File: config.mk
export PLATFORM = sky130hd
export DESIGN_NAME = pipe_ctrl
export DESIGN_NICKNAME = d
export VERILOG_FILES = /design/src/rtl/pipe_ctrl_pkg.sv /design/src/rtl/pipe_ctrl_sat_counter.sv /design/src/rtl/pipe_ctrl.sv
export SDC_FILE = /design/constraint.sdc
export NUM_CORES = 1
export LEC_CHECK = 0
export BUFFER_PORTS_ARGS = -buffer_cell sky130_fd_sc_hd__buf_2
export CAP_MARGIN = 5
export CORE_ASPECT_RATIO = 0.75
export CORE_UTILIZATION = 51
export DETAILED_ROUTE_END_ITERATION = 8
export PLACE_DENSITY = 0.9
export SYNTH_ARGS = -nofsm -noshare
export SYNTH_HDL_FRONTEND = slang
export SYNTH_SLANG_ARGS = --single-unit
File: constraint.sdc
create_clock -name clk -period 5.43 [get_ports clk]
set_clock_uncertainty 0.15 [all_clocks]
set_input_delay 0.543 -clock clk [delete_from_list [all_inputs] [get_ports clk]]
set_output_delay 0.543 -clock clk [all_outputs]
set_load 0.005 [all_outputs]
File: src/rtl/pipe_ctrl_pkg.sv
// Shared constants for the pipeline control unit: stall vectors, eret code,
// FSM encodings and control levels.
package pipe_ctrl_pkg;
  localparam logic [5:0]  STALL_NONE   = 6'b000000;
  localparam logic [5:0]  STALL_ID     = 6'b000111;
  localparam logic [5:0]  STALL_EX     = 6'b001111;
  localparam logic [5:0]  STALL_MEM    = 6'b011111;
  localparam logic [31:0] EXCTYPE_ERET = 32'h0000000e;
  localparam logic        Stop         = 1'b1;
  localparam logic        NoStop       = 1'b0;
  localparam logic        RstEnable    = 1'b1;

  typedef enum logic {
    ST_RUN    = 1'b0,
    ST_SHADOW = 1'b1
  } state_e;
endpackage

File: src/rtl/pipe_ctrl_sat_counter.sv
// Up-counter with enable, synchronous clear and selectable saturate/wrap.
module sat_counter #(
  parameter int               WIDTH    = 16,
  parameter bit               SATURATE = 1'b1,
  parameter logic [WIDTH-1:0] MAX      = '1
) (
  input  logic             clk,
  input  logic             rst,
  input  logic             i_en,
  input  logic             i_clr,
  output logic [WIDTH-1:0] o_cnt
);
  logic [WIDTH-1:0] r_cnt;

  always_ff @(posedge clk or posedge rst) begin
    if (rst)
      r_cnt <= '0;
    else if (i_clr)
      r_cnt <= '0;
    else if (i_en && !(SATURATE && (r_cnt == MAX)))
      r_cnt <= r_cnt + WIDTH'(1);
  end

  assign o_cnt = r_cnt;
endmodule

File: src/rtl/pipe_ctrl.sv
// Pipeline control: stall/flush arbitration, post-flush shadow FSM,
// performance counters and stall-deadlock watchdog.
module pipe_ctrl
  import pipe_ctrl_pkg::*;
#(
  parameter logic [31:0] EXC_VECTOR    = 32'h00000020,
  parameter int          SHADOW_CYCLES = 1,
  parameter int          WDOG_LIMIT    = 1024
) (
  input  logic        clk,
  input  logic        rst,
  input  logic        stallreq_from_id,
  input  logic        stallreq_from_ex,
  input  logic        stallreq_from_mem,
  input  logic [31:0] excepttype_i,
  input  logic [31:0] cp0_epc_i,
  output logic [5:0]  stall,
  output logic        flush,
  output logic [31:0] new_pc,
  output logic [31:0] stall_cycles_o,
  output logic [15:0] flush_count_o,
  output logic        wdog_o
);
  localparam logic [3:0]  SHADOW_LOAD = 4'(SHADOW_CYCLES - 1);
  localparam logic [15:0] RUN_MAX     = 16'(WDOG_LIMIT - 1);

  state_e      r_state;
  logic [3:0]  r_shadow_cnt;
  logic        r_wdog;
  logic        w_exc_valid;
  logic        w_stall_any;
  logic [15:0] w_run_cnt;

  assign w_exc_valid = (r_state == ST_RUN) && (excepttype_i != 32'h0);
  assign w_stall_any = (stall != STALL_NONE);

  // Outputs are gated by rst so they drop immediately, not at the next edge
  always_comb begin
    stall  = STALL_NONE;
    flush  = NoStop;
    new_pc = 32'h0;
    if (rst == RstEnable) begin
      stall  = STALL_NONE;
    end else if (w_exc_valid) begin
      flush  = Stop;
      new_pc = (excepttype_i == EXCTYPE_ERET) ? cp0_epc_i : EXC_VECTOR;
    end else if (stallreq_from_mem) begin
      stall  = STALL_MEM;
    end else if (stallreq_from_ex) begin
      stall  = STALL_EX;
    end else if (stallreq_from_id) begin
      stall  = STALL_ID;
    end
  end

  always_ff @(posedge clk or posedge rst) begin
    if (rst) begin
      r_state      <= ST_RUN;
      r_shadow_cnt <= 4'h0;
    end else begin
      case (r_state)
        ST_RUN: begin
          if (w_exc_valid) begin
            r_state      <= ST_SHADOW;
            r_shadow_cnt <= SHADOW_LOAD;
          end
        end
        ST_SHADOW: begin
          if (r_shadow_cnt == 4'h0)
            r_state <= ST_RUN;
          else
            r_shadow_cnt <= r_shadow_cnt - 4'h1;
        end
        default: r_state <= ST_RUN;
      endcase
    end
  end

  sat_counter #(.WIDTH(32), .SATURATE(1'b1), .MAX(32'hffffffff)) u_stall_cnt (
    .clk   (clk),
    .rst   (rst),
    .i_en  (w_stall_any),
    .i_clr (1'b0),
    .o_cnt (stall_cycles_o)
  );

  sat_counter #(.WIDTH(16), .SATURATE(1'b0), .MAX(16'hffff)) u_flush_cnt (
    .clk   (clk),
    .rst   (rst),
    .i_en  (flush),
    .i_clr (1'b0),
    .o_cnt (flush_count_o)
  );

  // Run counter only measures unbroken stall streaks
  sat_counter #(.WIDTH(16), .SATURATE(1'b1), .MAX(RUN_MAX)) u_run_cnt (
    .clk   (clk),
    .rst   (rst),
    .i_en  (w_stall_any),
    .i_clr (!w_stall_any || flush),
    .o_cnt (w_run_cnt)
  );

  always_ff @(posedge clk or posedge rst) begin
    if (rst)
      r_wdog <= 1'b0;
    else if (w_stall_any && (w_run_cnt == RUN_MAX))
      r_wdog <= 1'b1;
  end

  assign wdog_o = r_wdog;
endmodule

==> flow_metrics.env, run 1 <==
export IMPL_run_status="complete, no violations"
export IMPL_yosysWarningCount=0
export IMPL_slowest_stage="nor3_4"
export IMPL_instances_no_fill=617
export IMPL_h_tree_depth=3
export IMPL_cts_clk_slew_worst_paths_ns=0.06
export IMPL_die_area_sq_um=7430
export IMPL_io_pins=157
export IMPL_grt_usage_pct=22.7
export IMPL_layout_drive_gt1_share_pct=32.5
export IMPL_drv_cap=0
export IMPL_num_fill_cells=545
export IMPL_drc=0
export IMPL_path_class="in2out"
export IMPL_cts_tree="yes"
export IMPL_area_growth_pct=27.8
export IMPL_fin_crit_ns=3.20
export IMPL_peakVddDrop_mv=0.265
export IMPL_final_setup_tns_ns=0
export IMPL_fin_crit_sh_pct=58.9
export IMPL_hpwlAfterDp_mm=6.34
export IMPL_rsz0062_at_grt="false"
export IMPL_worst_hold_path_type="reg2reg"
export IMPL_path_cells="buf_2 -> nor4_1 -> nand4_1 -> nor2_1 -> nand4_1 -> nor3_4 -> and2_1 -> buf_2"
export IMPL_fmax_mhz=313
export IMPL_power_density_nw_per_um2=250
export IMPL_hold_viol=0
export IMPL_start_util_pct=52.9
export IMPL_antenna_found_initial=0
export IMPL_placed_area_sq_um=4450
export IMPL_arrival_ns=2.50
export IMPL_cts_buffers=9
export IMPL_fin_nets=601
export IMPL_leakagePower_nw=2.40
export IMPL_grt_pass1_vias=2791
export IMPL_p_switching_uw=319
export IMPL_syn_area_per_cell_sq_um=9.66
export IMPL_design_area_sq_um=4620
export IMPL_cts_sinks=70
export IMPL_relSlewSlack_pct=22.1
export IMPL_grt_pass1_wl_mm=13.0
export IMPL_syn_area_sq_um=3610
export IMPL_p_int_uw=838
export IMPL_final_cell_mix="buf_2 (155), dfrtp_1 (70), nor2_1 (37), xnor2_1 (37), and2_1 (34)"
export IMPL_critPathTopFamily="simple AND/OR/NAND/NOR gates"
export IMPL_ys_seq_area_share_pct=48.5
export IMPL_max_stage_delay_ns=0.68
export IMPL_gp_congestion=0.842
export IMPL_detail_route_first_pass_iterations=5
export IMPL_cts_repair_resized=0
export IMPL_overflow=0
export IMPL_core_area_sq_um=6830
export IMPL_synth_distinct_cells=37
export IMPL_post_drt_via_cell_ratio=5.29
export IMPL_critPathLaunchType="input pin"
export IMPL_num_antenna_cells=0
export IMPL_fin_ws_ns=2.23
export IMPL_cts_buffer_depth=2
export IMPL_vias=3265
export IMPL_worstPathRequired_ns=4.74
export IMPL_die_w_microns=99.2
export IMPL_tightest_slew_ns=1.16
export IMPL_grt_max_degree=71
export IMPL_dp_cells=601
export IMPL_hold_ws_ns=0.307
export IMPL_dieHeight_microns=74.9
export IMPL_final_core_util_pct=67.6
export IMPL_drtIter0Drc=160
export IMPL_final_common_cell="buf_2"
export IMPL_crit_fanout=31
export IMPL_worstPathBufferInverterCount=2
export IMPL_pwr_share_clk_pct=30.7
export IMPL_synthCells=374
export IMPL_cts_setup_buffers=0
export IMPL_report_final_slew_viol_count=0
export IMPL_wl_mm=8.54
export IMPL_rows=26
export IMPL_avgRoutedWirePerCell_microns=13.8
export IMPL_place_ws_ns=1.95
export IMPL_setup_violations_final=0
export IMPL_io_buffers=155
export IMPL_ctsHoldBuffers=0
export IMPL_synth_nets=447
export IMPL_ys_seq_elements=70
export IMPL_end_kind="output pin"
export IMPL_sw_frac_of_total_pct=27.6
export IMPL_insertion_delay_ns=0.33
export IMPL_pwr_share_seq_pct=54.3
export IMPL_finalPower_mw=1.16
export IMPL_ant_nets=0
export IMPL_power_frac_comb_pct=15.0
export IMPL_clockRootBuffer="clkbuf_8"
power by group through the flow:
| stage | Sequential [mW] | Clock (mW) | Combinational [mW] |
|---|---|---|---|
| after floorplan | 0.630 | 0 | 0.0839 |
| after global placement | 0.631 | 0 | 0.168 |
| after detailed placement | 0.636 | 0 | 0.175 |
| after CTS | 0.627 | 0.366 | 0.176 |
| after global routing | 0.637 | 0.392 | 0.195 |
| final | 0.628 | 0.355 | 0.173 |
Yosys cell counts, drive strengths merged:
master	instances	share of area, %
dfrtp	70	48
nor2	37	3.8
xnor2	37	9.0
and2	34	5.9
nand2	28	2.9
nand4	26	4.5
nand3	20	2.8
xor2	20	4.8
nor3	15	2.2
nor4	10	1.7
and3	8	1.4
clkbuf	8	0.83
inv	8	0.83
o21ai	8	1.1
and4	6	1.5
buf	6	1.0
nor3b	5	1.0
ha	4	1.4
or3	4	0.69
a21oi	3	0.42
nand2b	3	0.52
a21o	2	0.42
clkinv	1	0.10
conb	1	0.10
mux2	1	0.31
mux2i	1	0.28
nand4b	1	0.24
nor2b	1	0.17
nor4b	1	0.24
nor4bb	1	0.28
o22ai	1	0.17
o41a	1	0.31
or4	1	0.21
or4b	1	0.28
state kept, by name, summed over array words and instances, names as in the netlist:
| name | flops |
|---|---|
| u_stall_cnt.o_cnt | 32 |
| u_flush_cnt.o_cnt | 16 |
| u_run_cnt.o_cnt | 16 |
| r_shadow_cnt | 4 |
| r_state | 1 |
| wdog_o | 1 |
kinds of logic after synthesis:
kind of cell | count (synthesis) | synth area share (%)
buf+inv | 23 | 2.81
simple gates | 202 | 30.4
mux | 2 | 0.589
fa+ha+maj | 4 | 1.39
other cells | 1 | 0.104
compound gates | 15 | 2.42
flops | 70 | 48.5
xor+xnor | 57 | 13.8
worst paths after layout:
path | from | cells after the start | to | slack (ns)
setup reg to reg | u_stall_cnt.o_cnt[0] | 7 | u_stall_cnt.o_cnt[31] | 2.69
min in group asynchronous | rst | 3 | u_stall_cnt.o_cnt[16] | 0.39
hold / removal | wdog_o | 1 | wdog_o | 0.31
setup / recovery | excepttype_i[21] | 8 | new_pc[22] | 2.23
hold reg to reg | wdog_o | 1 | wdog_o | 0.31
max in group asynchronous | rst | 3 | u_run_cnt.o_cnt[8] | 4.20
metal layers:
metal  share of wire [%]  track usage, %  vias up
met3                 5.7            7.24        7
li1                    -               -     1589
met5                   0               0        -
met2                  48            34.0      101
met1                  46            32.5     1568
met4                0.52            5.07        0
final cells by class:
| type | count | area, sq um | share of cell area (%) |
|---|---|---|---|
| Tap cell | 84 | 105 | 2.28 |
| Sequential cell | 70 | 1750 | 37.9 |
| Clock buffer | 15 | 156 | 3.39 |
| Multi-Input combinational cell | 281 | 1780 | 38.4 |
| Timing Repair Buffer | 157 | 791 | 17.1 |
| Clock inverter | 1 | 5.00 | 0.108 |
| Inverter | 9 | 33.8 | 0.732 |
(Power assumes the default switching activity.)
==> inputs of run 2 (changes only) <==
--- a/config.mk
+++ b/config.mk
@@ -8,9 +8,9 @@
 export BUFFER_PORTS_ARGS = -buffer_cell sky130_fd_sc_hd__buf_2
 export CAP_MARGIN = 5
 export CORE_ASPECT_RATIO = 0.75
-export CORE_UTILIZATION = 51
+export CORE_UTILIZATION = 43
 export DETAILED_ROUTE_END_ITERATION = 8
-export PLACE_DENSITY = 0.9
+export PLACE_DENSITY = 0.81
 export SYNTH_ARGS = -nofsm -noshare
 export SYNTH_HDL_FRONTEND = slang
 export SYNTH_SLANG_ARGS = --single-unit
==> constraint.sdc (replaced) <==
create_clock -name clk -period 2.6 [get_ports clk]
set_clock_uncertainty 0.15 [all_clocks]
set_input_delay 0.26 -clock clk [delete_from_list [all_inputs] [get_ports clk]]
set_output_delay 0.26 -clock clk [all_outputs]
set_load 0.005 [all_outputs]
==> run 2 against run 1 <==
Hold slack lost 0.21 ns; design area rose by 3.9%; via count increased by 2.2%; highest routed layer unchanged; critical endpoint is now new_pc[29]; combinational power rose by 110%; clock power rose to 2.7 times the previous value; routed wire length up 15%; core utilization is 7.8 points lower.
==> flow_metrics.env, run 2 (synthesized netlist as in run 1, its figures left out) <==
export IMPL_run_status="complete, no violations"
export IMPL_critPathLaunchType="input pin"
export IMPL_reg2regPathDepth=7
export IMPL_vias=3336
export IMPL_die_w_microns=108
export IMPL_dieHeight_microns=81.4
export IMPL_fmax_mhz=415
export IMPL_h_tree_depth=3
export IMPL_rows=28
export IMPL_final_setup_tns_ns=0
export IMPL_cts_tree="yes"
export IMPL_end_kind="output pin"
export IMPL_wl_mm=9.78
export IMPL_setup_violations_final=0
export IMPL_grt_usage_pct=22.2
export IMPL_cts_sinks=70
export IMPL_drc=0
export IMPL_hold_ws_ns=0.0926
export IMPL_dp_cells=633
export IMPL_cts_buffer_depth=2
export IMPL_overflow=0
export IMPL_gp_congestion=0.820
export IMPL_tightest_slew_ns=0.884
export IMPL_report_final_slew_viol_count=0
export IMPL_cts_setup_buffers=0
export IMPL_hold_viol=0
export IMPL_worst_hold_path_type="in2async"
export IMPL_layout_drive_gt1_share_pct=35.1
export IMPL_drv_cap=0
export IMPL_power_density_nw_per_um2=551
export IMPL_final_common_cell="buf_2"
export IMPL_leakagePower_nw=2.47
export IMPL_start_util_pct=45.0
export IMPL_antenna_found_initial=0
export IMPL_avgRoutedWirePerCell_microns=15.1
export IMPL_rr_startpoint="u_stall_cnt.o_cnt[0]"
export IMPL_finalPower_mw=2.65
export IMPL_worstReg2RegEnd="u_stall_cnt.o_cnt[22]"
export IMPL_drtIter0Drc=174
export IMPL_post_drt_via_cell_ratio=5.14
export IMPL_crit_fanout=17
export IMPL_insertion_delay_ns=0.35
export IMPL_io_buffers=155
export IMPL_detail_route_first_pass_iterations=4
export IMPL_instances_no_fill=649
export IMPL_arrival_ns=2.00
export IMPL_area_growth_pct=32.8
export IMPL_cts_clk_slew_worst_paths_ns=0.07
export IMPL_worstSetupStartpoint="excepttype_i[25]"
export IMPL_grt_pass1_vias=2929
export IMPL_num_antenna_cells=0
export IMPL_path_class="in2out"
export IMPL_clockRootBuffer="clkbuf_8"
export IMPL_worstPathRequired_ns=2.19
export IMPL_relSlewSlack_pct=41.0
export IMPL_core_area_sq_um=8020
export IMPL_cts_buffers=9
export IMPL_fin_nets=612
export IMPL_die_area_sq_um=8780
export IMPL_rrSetupSlack_ns=0.25
export IMPL_fin_ws_ns=0.188
export IMPL_final_cell_mix="buf_2 (155), dfrtp_1 (70), xnor2_1 (37)"
export IMPL_hpwlAfterDp_mm=7.40
export IMPL_io_pins=157
export IMPL_fin_crit_sh_pct=92.8
export IMPL_rsz0062_at_grt="false"
export IMPL_place_ws_ns=0.0420
export IMPL_largest_reg_flops=32
export IMPL_grt_max_degree=71
export IMPL_peakVddDrop_mv=0.579
export IMPL_grt_pass1_wl_mm=14.7
export IMPL_ant_nets=0
export IMPL_fin_crit_ns=2.41
run 2: cell count changes in the layout (fill, tap and decap cells not counted), sizes merged:
cell / previous run / this run
buf: 157 / 168
inv: 8 / 7
clkbuf: 15 / 11
bufinv: 0 / 2
clkinvlp: 0 / 3
run 2: power by group:
group / leakage, nW / internal, mW / switching, mW
Combinational: 1.43 / 0.197 / 0.173
Clock: 0.0998 / 0.543 / 0.423
Sequential: 0.944 / 1.18 / 0.128
run 2: through the flow:
step	area (sq um)	utilization [%]
3_3_place_gp	4580	57.0
6_report	4800	59.8
3_5_place_dp	4580	57.0
5_1_grt	4800	59.8
4_1_cts	4790	59.7
2_1_floorplan	3620	-
run 2: routing by layer:
| metal | wire, microns | track usage, % | part of all wire (%) | up-vias |
|---|---|---|---|---|
| met4 | 38 | 3.15 | 0.39 | 0 |
| met5 | 0 | 0 | 0 | - |
| met2 | 4330 | 30.6 | 44 | 84 |
| li1 | - | - | - | 1615 |
| met1 | 4690 | 32.8 | 48 | 1632 |
| met3 | 722 | 9.15 | 7.4 | 5 |
run 2: critical path, stage by stage:
cell,delay [ns]
buf_2,0.11
nor4_1,0.28
nand4_1,0.18
buf_4,0.18
nor2_1,0.09
nand4_1,0.16
nor3_2,0.18
buf_4,0.21
and2_1,0.21
buf_2,0.15
run 2: repair_timing:
action                                  4_1_cts  5_1_grt
hold buffers                                  0        0
endpoints found under the setup margin        0        6
resized for setup                             0        4
run 2: cell type report:
class	count	area, sq um
Fill cell	685	3230
Multi-Input combinational cell	281	1780
Sequential cell	70	1750
Timing Repair Buffer	168	886
Clock buffer	11	131
Tap cell	105	131
Clock inverter	5	83.8
Inverter	9	37.5
run 2: how the worst max path moves through the flow:
stage | to | slack [ns]
after floorplan | u_stall_cnt.o_cnt[1] | 0.16
after global placement | u_stall_cnt.o_cnt[16] | 0.13
after detailed placement | u_stall_cnt.o_cnt[22] | 0.04
after CTS | u_stall_cnt.o_cnt[22] | 0.19
after global routing | new_pc[27] | 0.005
final | new_pc[29] | 0.19
